**src/rtl/imem_loader_if.sv**
```systemverilog
// Host byte stream and instruction memory write port of the loader.
interface imem_loader_if #(
    parameter int ADDR_WIDTH = 11,
    parameter int DATA_WIDTH = 18
);
    logic                  in_valid;
    logic [7:0]            in_data;
    logic                  in_ready;
    logic                  mem_we;
    logic [ADDR_WIDTH-1:0] mem_addr;
    logic [DATA_WIDTH-1:0] mem_wdata;

    modport master (
        output in_valid, in_data,
        input  in_ready, mem_we, mem_addr, mem_wdata
    );

    modport slave (
        input  in_valid, in_data,
        output in_ready, mem_we, mem_addr, mem_wdata
    );
endinterface

```
**src/rtl/imem_loader.sv**
```systemverilog
// Instruction memory loader: host bytes -> 18-bit words -> imem writes.
// Optional trailing XOR checksum byte: IMEM_LOADER_CHECKSUM_EN.
module imem_loader #(
    parameter int ADDR_WIDTH = 11,
    parameter int DATA_WIDTH = 18,
    parameter int BASE_ADDR  = 0
) (
    input  logic                clock,
    input  logic                clear,
    input  logic                start,
    imem_loader_if.slave        bus,
    output logic                cpu_hold,
    output logic                done,
    output logic                error,
    output logic [ADDR_WIDTH:0] words_loaded
);
    localparam int unsigned MAX_WORDS = (1 << ADDR_WIDTH) - BASE_ADDR;

    typedef enum logic [3:0] {
        S_IDLE,
        S_LEN_LO,
        S_LEN_HI,
        S_B0,
        S_B1,
        S_B2,
        S_WRITE,
`ifdef IMEM_LOADER_CHECKSUM_EN
        S_CHK,
`endif
        S_DONE,
        S_ERROR
    } state_t;

`ifdef IMEM_LOADER_CHECKSUM_EN
    localparam state_t S_FIN = S_CHK;
`else
    localparam state_t S_FIN = S_DONE;
`endif

    state_t                state;
    state_t                next;
    logic [7:0]            len_lo;
    logic [7:0]            b0;
    logic [7:0]            b1;
    logic [15:0]           len;
    logic [15:0]           n_in;
    logic [ADDR_WIDTH-1:0] addr;
    logic [ADDR_WIDTH:0]   count;
    logic [ADDR_WIDTH-1:0] addr_q;
    logic [DATA_WIDTH-1:0] wdata_q;
    logic                  accept;
    logic                  launch;
    logic                  over;
    logic                  last_word;
    logic                  b2_bad;
`ifdef IMEM_LOADER_CHECKSUM_EN
    logic [7:0]            csum;
`endif

`ifdef IMEM_LOADER_CHECKSUM_EN
    assign bus.in_ready = state inside
        {S_LEN_LO, S_LEN_HI, S_B0, S_B1, S_B2, S_CHK};
`else
    assign bus.in_ready = state inside
        {S_LEN_LO, S_LEN_HI, S_B0, S_B1, S_B2};
`endif

    assign accept    = bus.in_valid && bus.in_ready;
    assign launch    = start && (state inside {S_IDLE, S_DONE, S_ERROR});
    assign n_in      = {bus.in_data, len_lo};
    assign over      = 32'(n_in) > MAX_WORDS;
    assign last_word = (32'(count) + 32'd1) == 32'(len);
    assign b2_bad    = bus.in_data[7:2] != 6'd0;

    assign bus.mem_we    = state == S_WRITE;
    assign bus.mem_addr  = addr_q;
    assign bus.mem_wdata = wdata_q;
    assign cpu_hold      = !(state inside {S_IDLE, S_DONE});
    assign done          = state == S_DONE;
    assign error         = state == S_ERROR;
    assign words_loaded  = count;

    always_comb begin
        next = state;
        unique case (state)
            S_IDLE, S_DONE, S_ERROR:
                if (start) next = S_LEN_LO;
            S_LEN_LO:
                if (accept) next = S_LEN_HI;
            S_LEN_HI:
                if (accept) begin
                    if (over)            next = S_ERROR;
                    else if (n_in == '0) next = S_FIN;
                    else                 next = S_B0;
                end
            S_B0:
                if (accept) next = S_B1;
            S_B1:
                if (accept) next = S_B2;
            S_B2:
                if (accept) next = b2_bad ? S_ERROR : S_WRITE;
            S_WRITE:
                next = last_word ? S_FIN : S_B0;
`ifdef IMEM_LOADER_CHECKSUM_EN
            S_CHK:
                if (accept) begin
                    next = (bus.in_data == csum) ? S_DONE : S_ERROR;
                end
`endif
            default:
                next = S_IDLE;
        endcase
    end

    always_ff @(posedge clock) begin
        if (clear) begin
            state   <= S_IDLE;
            len_lo  <= '0;
            len     <= '0;
            b0      <= '0;
            b1      <= '0;
            addr    <= '0;
            count   <= '0;
            addr_q  <= '0;
            wdata_q <= '0;
`ifdef IMEM_LOADER_CHECKSUM_EN
            csum    <= '0;
`endif
        end else begin
            state <= next;
            if (launch) begin
                addr  <= ADDR_WIDTH'(BASE_ADDR);
                count <= '0;
`ifdef IMEM_LOADER_CHECKSUM_EN
                csum  <= '0;
`endif
            end
            if (accept) begin
                case (state)
                    S_LEN_LO: len_lo <= bus.in_data;
                    S_LEN_HI: len    <= n_in;
                    S_B0:     b0     <= bus.in_data;
                    S_B1:     b1     <= bus.in_data;
                    S_B2:
                        // Output regs only move on a good word, so they
                        // keep showing the last real write otherwise.
                        if (!b2_bad) begin
                            addr_q  <= addr;
                            wdata_q <= DATA_WIDTH'(
                                {bus.in_data[1:0], b1, b0});
                        end
                    default: ;
                endcase
`ifdef IMEM_LOADER_CHECKSUM_EN
                if (state inside {S_B0, S_B1, S_B2}) begin
                    csum <= csum ^ bus.in_data;
                end
`endif
            end
            if (state == S_WRITE) begin
                addr  <= addr + 1'b1;
                count <= count + 1'b1;
            end
        end
    end
endmodule

```
**src/flat_wrapper.sv**
```systemverilog
// flat-port wrapper written by rule: the top's interface ports become plain ports
module imem_loader_flat 
#(
    parameter int ADDR_WIDTH = 11,
    parameter int DATA_WIDTH = 18,
    parameter int BASE_ADDR  = 0
)
  (clock, clear, start, cpu_hold, done, error, words_loaded, bus_in_valid, bus_in_data, bus_in_ready, bus_mem_we, bus_mem_addr, bus_mem_wdata);
  imem_loader_if #(.ADDR_WIDTH(ADDR_WIDTH), .DATA_WIDTH(DATA_WIDTH)) bus_i ();
  input  logic clock;
  input  logic clear;
  input  logic start;
  output logic cpu_hold;
  output logic done;
  output logic error;
  output logic [ADDR_WIDTH:0] words_loaded;
  input wire logic [$bits(bus_i.in_valid)-1:0] bus_in_valid;
  input wire logic [$bits(bus_i.in_data)-1:0] bus_in_data;
  output wire logic [$bits(bus_i.in_ready)-1:0] bus_in_ready;
  output wire logic [$bits(bus_i.mem_we)-1:0] bus_mem_we;
  output wire logic [$bits(bus_i.mem_addr)-1:0] bus_mem_addr;
  output wire logic [$bits(bus_i.mem_wdata)-1:0] bus_mem_wdata;
  assign bus_i.in_valid = bus_in_valid;
  assign bus_i.in_data = bus_in_data;
  assign bus_in_ready = bus_i.in_ready;
  assign bus_mem_we = bus_i.mem_we;
  assign bus_mem_addr = bus_i.mem_addr;
  assign bus_mem_wdata = bus_i.mem_wdata;
  imem_loader #(.ADDR_WIDTH(ADDR_WIDTH), .DATA_WIDTH(DATA_WIDTH), .BASE_ADDR(BASE_ADDR)) u_core (.clock(clock), .clear(clear), .start(start), .bus(bus_i), .cpu_hold(cpu_hold), .done(done), .error(error), .words_loaded(words_loaded));
endmodule
```
**config.mk**
```make
export PLATFORM = sky130hd
export DESIGN_NAME = imem_loader_flat
export DESIGN_NICKNAME = d
export VERILOG_FILES = /design/src/rtl/imem_loader_if.sv /design/src/rtl/imem_loader.sv /design/src/flat_wrapper.sv
export SDC_FILE = /design/constraint.sdc
export NUM_CORES = 1
export LEC_CHECK = 0
export ABC_AREA = 1
export CORE_MARGIN = 1.5
export CORE_UTILIZATION = 43
export DETAILED_ROUTE_END_ITERATION = 8
export GPL_TIMING_DRIVEN = 0
export MAX_ROUTING_LAYER = met4
export PLACE_DENSITY = 0.62
export RECOVER_POWER = 100
export SLEW_MARGIN = 10
export SYNTH_ARGS = -nofsm -noshare
export SYNTH_HDL_FRONTEND = slang
export SYNTH_SLANG_ARGS = --single-unit
export TNS_END_PERCENT = 1
```
**constraint.sdc**
```tcl
create_clock -name clock -period 1.95 [get_ports clock]
set_clock_uncertainty 0.15 [all_clocks]
set_input_delay 0.195 -clock clock [delete_from_list [all_inputs] [get_ports clock]]
set_output_delay 0.195 -clock clock [all_outputs]
set_load 0.02 [all_outputs]
```
==> metrics.yaml, run 1 <==
synth_seq_cells: 96
period_needed_ns: 1.90
syn_area_per_cell_um2: 7.21
rows: 36
root_buffer: "clkbuf_8"
crit_type: "flip-flop to flip-flop"
insertion_delay_ns: 0.36
netlist.area_leader.share: 0.445
cap_viol_max_count: 0
initial_core_util: 0.442
hold_viol: 0
dieArea_um2: 10700
regArea_um2: 1940
seq_area_frac_synth: 0.445
arrival_ns: 2.03
core_area_um2: 9770
critPathCaptureType: "flip-flop"
finalMaxSlewViolations: 0
slew_headroom: 0.557
grt_first_pass_wirelength_um: 18300
crit_chain: "ha_4, nand3_1, nor2_4, nand2_1, nand2_1, nand2_1, nand2_1, nand2_1, a21oi_1, nand3_1, nand2_1, nand2_1, a21oi_2"
worstMarginPinSlew_ns: 0.665
grt_overflow: 0
finish.utilization: 0.558
drive_above_1_share: 0.148
die_h_um: 103
hold_buffers: 0
fmax_ghz: 0.525
hpwl_um: 8210
grt_pass1_vias: 3835
antenna_found_initial: 0
yosysWarnings: 0
path_max_fanout: 5
h-tree-depth: 3
synth_top_family_by_area: "simple AND/OR/NAND/NOR gates"
clkTransAtPathRegs_ns: 0.09
finalSetupViolCount: 0
stdcell_count: 815
cts_tree: "done"
dp_cells: 789
grt_usage: 0.228
vias_per_cell: 5.00
nets: 691
drt_wl_total_um: 11300
cp.required_ns: 2.08
drc_errors: 0
synth_top_cells_by_area: "dfxtp_1, nand2_1, a21oi_1"
diodes: 0
routabilityCongestion: 0.900
drtAntennaViolNets: 0
synth-adder-area-share: 0.00579
muxShareOfSynthArea: 0
power_density_nw_per_um2: 795
ioPinCount: 58
drt_iter0_drc: 211
status: "complete, no violations"
cts_made_buffers: 9
hold_class: "input pin to flip-flop"
vias: 4074
synth_compound_area_frac: 0.187
syn-num-nets: 613
io_buffers: 57
multi_input_area_um2: 2080
synth_edf_count: 0
synthTopCellsByCount: "nand2_1, dfxtp_1, nor2_1, a21oi_1, o21ai_0"
regToRegSetupSlack_ns: 0.05
vdd_drop_max_mv: 0.361
grt_max_degree: 16
wl_per_cell_um: 13.8
power_leakage_nw: 2.25
cp-start-kind: "flip-flop"
yosysUniqueCellTypes: 37
yosys.area_share.simple: 0.263
slowest_delay_ns: 0.38
critPathBufInv: 0
cts.sinks: 96
rsz0062_at_grt: "yes"
synthCells: 599
synthToLayoutAreaGrowth_pct: 26.2
synthFlopType: "dfxtp_1"
clockBufferDepth: 2
min_period_over_period: 0.977
critPathSlowestCell: "dfxtp_4"
drt_pre_antenna_iters: 6
crit_family: "simple AND/OR/NAND/NOR gates"
path_common_cell: "nand2_1"
async_reset_ff_frac: 0
fp.dieW_um: 103
n_fill_cell: 971
synth_most_common_cell: "nand2_1"
yosysTopAreaCell: "dfxtp_1"
syn_area_um2: 4320
synth_xor_area_frac: 0.00811
[metrics by stage]
stage | area, um^2 | power (mW) | setup slack (ns) | TNS (ns) | hold WS, ns
floorplan | 4320 | 2.68 | 0.0190 | 0 | 0.187
global placement | 5060 | 2.90 | -0.381 | -11.47 | 0.297
detailed placement | 5060 | 2.91 | -0.395 | -12.31 | 0.302
CTS | 5280 | 4.34 | -0.187 | -0.266 | 0.215
global route | 5450 | 4.55 | -0.0895 | -0.886 | 0.217
finish | 5450 | 4.34 | 0.0454 | 0 | 0.239
[logic make-up after synthesis]
family	count (synthesis)
and+or+nand+nor	254
AOI/OAI and AO/OA	155
DFF	96
buffers and inverters	88
xor gates and xnor gates	4
adders and majority gates	2
[final timing paths]
| check | start | to | depth (start not counted) |
|---|---|---|---|
| setup reg to reg | u_core.words_loaded[0]$_SDFFE_PP0P_ | u_core.state[2]$_SDFFE_PP0P_ | 13 |
| hold / removal | bus_in_data[7] | u_core.len_lo[7]$_SDFFE_PP0P_ | 3 |
| setup / recovery | u_core.words_loaded[0]$_SDFFE_PP0P_ | u_core.state[2]$_SDFFE_PP0P_ | 13 |
| hold reg to reg | u_core.len[15]$_SDFFE_PP0P_ | u_core.len[15]$_SDFFE_PP0P_ | 2 |
[placed cells by master, fill, tap and decap left out, types with 2 or more instances in the layout]
cell             instances
clkbuf_2                 3
nand2_2                  7
buf_4                   16
dfxtp_2                  8
inv_2                   10
nor2_1                  87
nand3_1                 28
inv_4                    3
a21oi_1                 72
dfxtp_4                  2
inv_1                   50
xor2_1                   2
nand2_1                 95
buf_2                    4
nor4_1                   3
dlygate4sd3_1           19
dlygate4sd2_1            3
nor3_1                   4
nor3_2                   2
nor2_2                   6
nand4_1                  4
buf_6                    5
a211oi_1                 2
clkdlybuf4s50_1         32
clkinvlp_4               2
nand2_4                  2
nand3b_1                 2
o21ai_1                 17
a221oi_1                 3
clkbuf_1                 9
nand3_2                  3
nor2_4                   8
bufinv_16                2
o211ai_1                 2
o21ai_0                 56
dfxtp_1                 86
clkbuf_8                10
[where the power goes]
| part | leakage (nW) | total (mW) | switching (mW) | internal (mW) |
|---|---|---|---|---|
| logic | 1.37 | 0.797 | 0.539 | 0.258 |
| clock network | 0.106 | 1.46 | 0.699 | 0.757 |
| registers | 0.779 | 2.08 | 0.0592 | 2.03 |
| total | 2.25 | 4.34 | 1.30 | 3.04 |
[cell type report]
| class | instances | share of cell area |
|---|---|---|
| well taps | 133 | 0.0305 |
| repair buffers | 67 | 0.117 |
| inverters | 63 | 0.0447 |
| clock buffers | 11 | 0.0259 |
| plain buffers | 25 | 0.0296 |
| clock inverters | 5 | 0.0147 |
| multi-input cells | 415 | 0.382 |
| flip-flops and latches | 96 | 0.356 |
[state kept, by name, summed over array words and instances (netlist names)]
name                  count
u_core.len_lo             8
u_core.b0                 8
u_core.words_loaded      12
u_core.b1                 8
u_core.bus.mem_addr      11
u_core.bus.mem_wdata     18
u_core.state              4
u_core.addr              11
u_core.len               16
[worst register-to-register path: cells and delay by family, from the launching register on]
family | cells | cell delay, ns
AOI/OAI and AO/OA | 2 | 0.23
adders and majority gates | 1 | 0.16
DFF | 1 | 0.38
and+or+nand+nor | 10 | 0.90
[metal layers]
layer,vias up,wire [um],GRT usage
met5,-,0,-
met4,0,273,0.0915
met3,23,325,0.0282
met2,82,5320,0.360
met1,1858,5360,0.298
li1,2111,-,-
[what timing repair did]
| item | CTS | global route |
|---|---|---|
| pin swaps | 0 | 8 |
| setup buffers | 0 | 10 |
| gates resized for setup | 13 | 40 |
| setup endpoints to repair | 11 | 53 |
Note: power is estimated with default switching activity, not from simulation.
==> inputs of run 2 (changes only) <==
--- a/config.mk
+++ b/config.mk
@@ -6,6 +6,7 @@
 export NUM_CORES = 1
 export LEC_CHECK = 0
 export ABC_AREA = 1
+export CORE_ASPECT_RATIO = 1.4
 export CORE_MARGIN = 1.5
 export CORE_UTILIZATION = 43
 export DETAILED_ROUTE_END_ITERATION = 8
==> run 2 against run 1 <==
  * Via count grew 1.0%
  * Maximum frequency rose by 0.84%
  * Combinational power decreased by 0.6%
  * Cell count down 0.25%
  * Critical path depth down 1
  * Clock-buffer cell count increased by 3
  * Routed wire length grew 1.4%
  * Sequential cell count is the same
  * Clock power up 23%
  * Die area is essentially flat
  * Sequential share of layout area decreased by 0.37 points
==> metrics.yaml, run 2 (synthesis gave the netlist of run 1 again) <==
hold_class: "input pin to flip-flop"  # unchanged
core_area_um2: 9850  # was 9770 um^2
io_buffers: 57  # unchanged
insertion_delay_ns: 0.34  # was 0.36 ns
critPathCaptureType: "flip-flop"  # unchanged
finalSetupViolCount: 0  # unchanged
drt_iter0_drc: 149  # was 211
cts_made_buffers: 9  # unchanged
rsz0062_at_grt: "yes"  # unchanged
drc_errors: 0  # unchanged
period_needed_ns: 1.89  # was 1.90 ns
routabilityCongestion: 0.905  # was 0.900
stdcell_count: 813  # was 815
antenna_found_initial: 0  # unchanged
root_buffer: "clkbuf_16"  # was clkbuf_8
wl_met1_um: 4890  # was 5360 um
drt_wl_total_um: 11400  # was 11300 um
p_int_mw: 3.34  # was 3.04 mW
grt_overflow: 0  # unchanged
fmax_ghz: 0.529  # was 0.525 GHz
crit_type: "flip-flop to flip-flop"  # unchanged
wl_met3_um: 388  # was 325 um
nets: 687  # was 691
hold_viol: 0  # unchanged
regArea_um2: 1940  # unchanged
initial_core_util: 0.439  # was 0.442
drive_above_1_share: 0.131  # was 0.148
drt_pre_antenna_iters: 4  # was 6
placed_area_um2: 5060  # about the same
clockBufferDepth: 2  # unchanged
critPathSlowestCell: "dfxtp_4"  # unchanged
fin_area_um2: 5510  # was 5450 um^2
slew_headroom: 0.567  # was 0.557
dp_cells: 791  # was 789
cp-start-kind: "flip-flop"  # unchanged
synthToLayoutAreaGrowth_pct: 27.6  # was 26.2%
hpwl_um: 8390  # was 8210 um
slowest_delay_ns: 0.38  # about the same
final_common_cell: "nand2_1"  # unchanged
finalMaxSlewViolations: 0  # unchanged
regToRegSetupSlack_ns: 0.06  # was 0.05 ns
grt_first_pass_wirelength_um: 18300  # about the same
wl_met2_um: 5780  # was 5320 um
diodes: 0  # unchanged
power_density_nw_per_um2: 848  # was 795 nW/um^2
grt_pass1_vias: 3875  # was 3835
cts_tree: "done"  # unchanged
fp.dieW_um: 87.7  # was 103 um
cp.required_ns: 2.07  # was 2.08 ns
clkTransAtPathRegs_ns: 0.06  # was 0.09 ns
worstMarginPinSlew_ns: 0.650  # was 0.665 ns
grt_usage: 0.230  # was 0.228
final_cell_mix: "nand2_1, nor2_1, dfxtp_1"  # unchanged
status: "complete, no violations"  # unchanged
vias: 4116  # was 4074
rows: 43  # was 36
drtAntennaViolNets: 0  # unchanged
combPwrFrac: 0.169  # was 0.184
power_leakage_nw: 2.32  # was 2.25 nW
wl_per_cell_um: 14.1  # was 13.8 um
top_layer_used: "met4"  # unchanged
n_fill_cell: 977  # was 971
multi_input_area_um2: 2090  # was 2080 um^2
power.total_mw: 4.67  # was 4.34 mW
h-tree-depth: 3  # unchanged
cap_viol_max_count: 0  # unchanged
vias_per_cell: 5.06  # was 5.00
fin_tns_setup_ns: 0  # unchanged
switching_power_mw: 1.33  # was 1.30 mW
seq_power_share: 0.446  # was 0.481
vdd_drop_max_mv: 0.572  # was 0.361 mV
die_h_um: 122  # was 103 um
grt_max_degree: 15  # was 16
path_max_fanout: 7  # was 5
dieArea_um2: 10700  # about the same
crit_chain: "ha_4, xnor2_2, nand2_1, nor2_1, nand2_1, nor2_1, nand3_1, nor2_1, nand3_1, nand2_1, nand2_2, a21oi_2"  # was ha_4, nand3_1, nor2_4, nand2_1, nand2_1, nand2_1, nand2_1, nand2_1, a21oi_1, nand3_1, nand2_1, nand2_1, a21oi_2
largest_register_ffs: 18  # unchanged
p_clk_frac: 0.385  # was 0.336
switching_share: 0.286  # was 0.299
ioPinCount: 58  # unchanged
arrival_ns: 2.01  # was 2.03 ns
min_period_over_period: 0.969  # was 0.977
cts.sinks: 96  # unchanged
==> run 2: cell type report <==
class / instances / share of cell area
Buffer: 25 / 0.0295
Clock buffer: 14 / 0.0479
Clock inverter: 2 / 0.00681
Inverter: 63 / 0.0438
Multi-Input combinational cell: 415 / 0.380
Sequential cell: 96 / 0.352
Tap cell: 135 / 0.0306
Timing Repair Buffer: 63 / 0.110
==> run 2: per-stage QoR <==
step	setup WS, ns	hold slack (ns)	utilization
after CTS	-0.165	0.238	0.545
after floorplan	0.0190	0.187	-
final	0.0613	0.252	0.560
after detailed placement	-0.362	0.309	0.514
after global placement	-0.345	0.306	0.514
after global routing	-0.0856	0.259	0.560
==> run 2: power by group through the flow <==
| stage | logic [mW] | registers [mW] | clock network (mW) |
|---|---|---|---|
| final | 0.792 | 2.08 | 1.80 |
| after global routing | 0.881 | 2.09 | 1.90 |
| after CTS | 0.779 | 2.08 | 1.82 |
| after detailed placement | 0.794 | 2.13 | 0 |
| after global placement | 0.781 | 2.12 | 0 |
| after floorplan | 0.567 | 2.11 | 0 |
==> run 2: worst paths after layout <==
path	startpoint	end	cells after the start
min reg2reg	u_core.addr[10]$_SDFFE_PP0P_	u_core.addr[10]$_SDFFE_PP0P_	2
min	bus_in_data[7]	u_core.b1[7]$_SDFFE_PP0P_	3
max	u_core.words_loaded[0]$_SDFFE_PP0P_	u_core.state[2]$_SDFFE_PP0P_	12
max reg2reg	u_core.words_loaded[0]$_SDFFE_PP0P_	u_core.state[2]$_SDFFE_PP0P_	12
==> run 2: metal layers <==
metal / track usage / vias up
li1: - / 2119
met1: 0.262 / 1872
met2: 0.386 / 94
met3: 0.0386 / 31
met4: 0.111 / 0
met5: - / -
==> run 2: critical path: cells and delay by family (launching register included) <==
family | cells | cell delay (ns)
AOI/OAI and AO/OA | 1 | 0.10
xor gates and xnor gates | 1 | 0.10
DFF | 1 | 0.38
adders and majority gates | 1 | 0.29
and+or+nand+nor | 9 | 0.80
==> run 2: timing repair <==
item / 4_1_cts / 5_1_grt
hold buffers: 0 / 0
buffers inserted: 0 / 6
pin swaps: 0 / 12
gates cloned: 0 / 0
endpoints found under the setup margin: 9 / 45
resized for setup: 11 / 35
endpoints found under the hold margin: 0 / 0
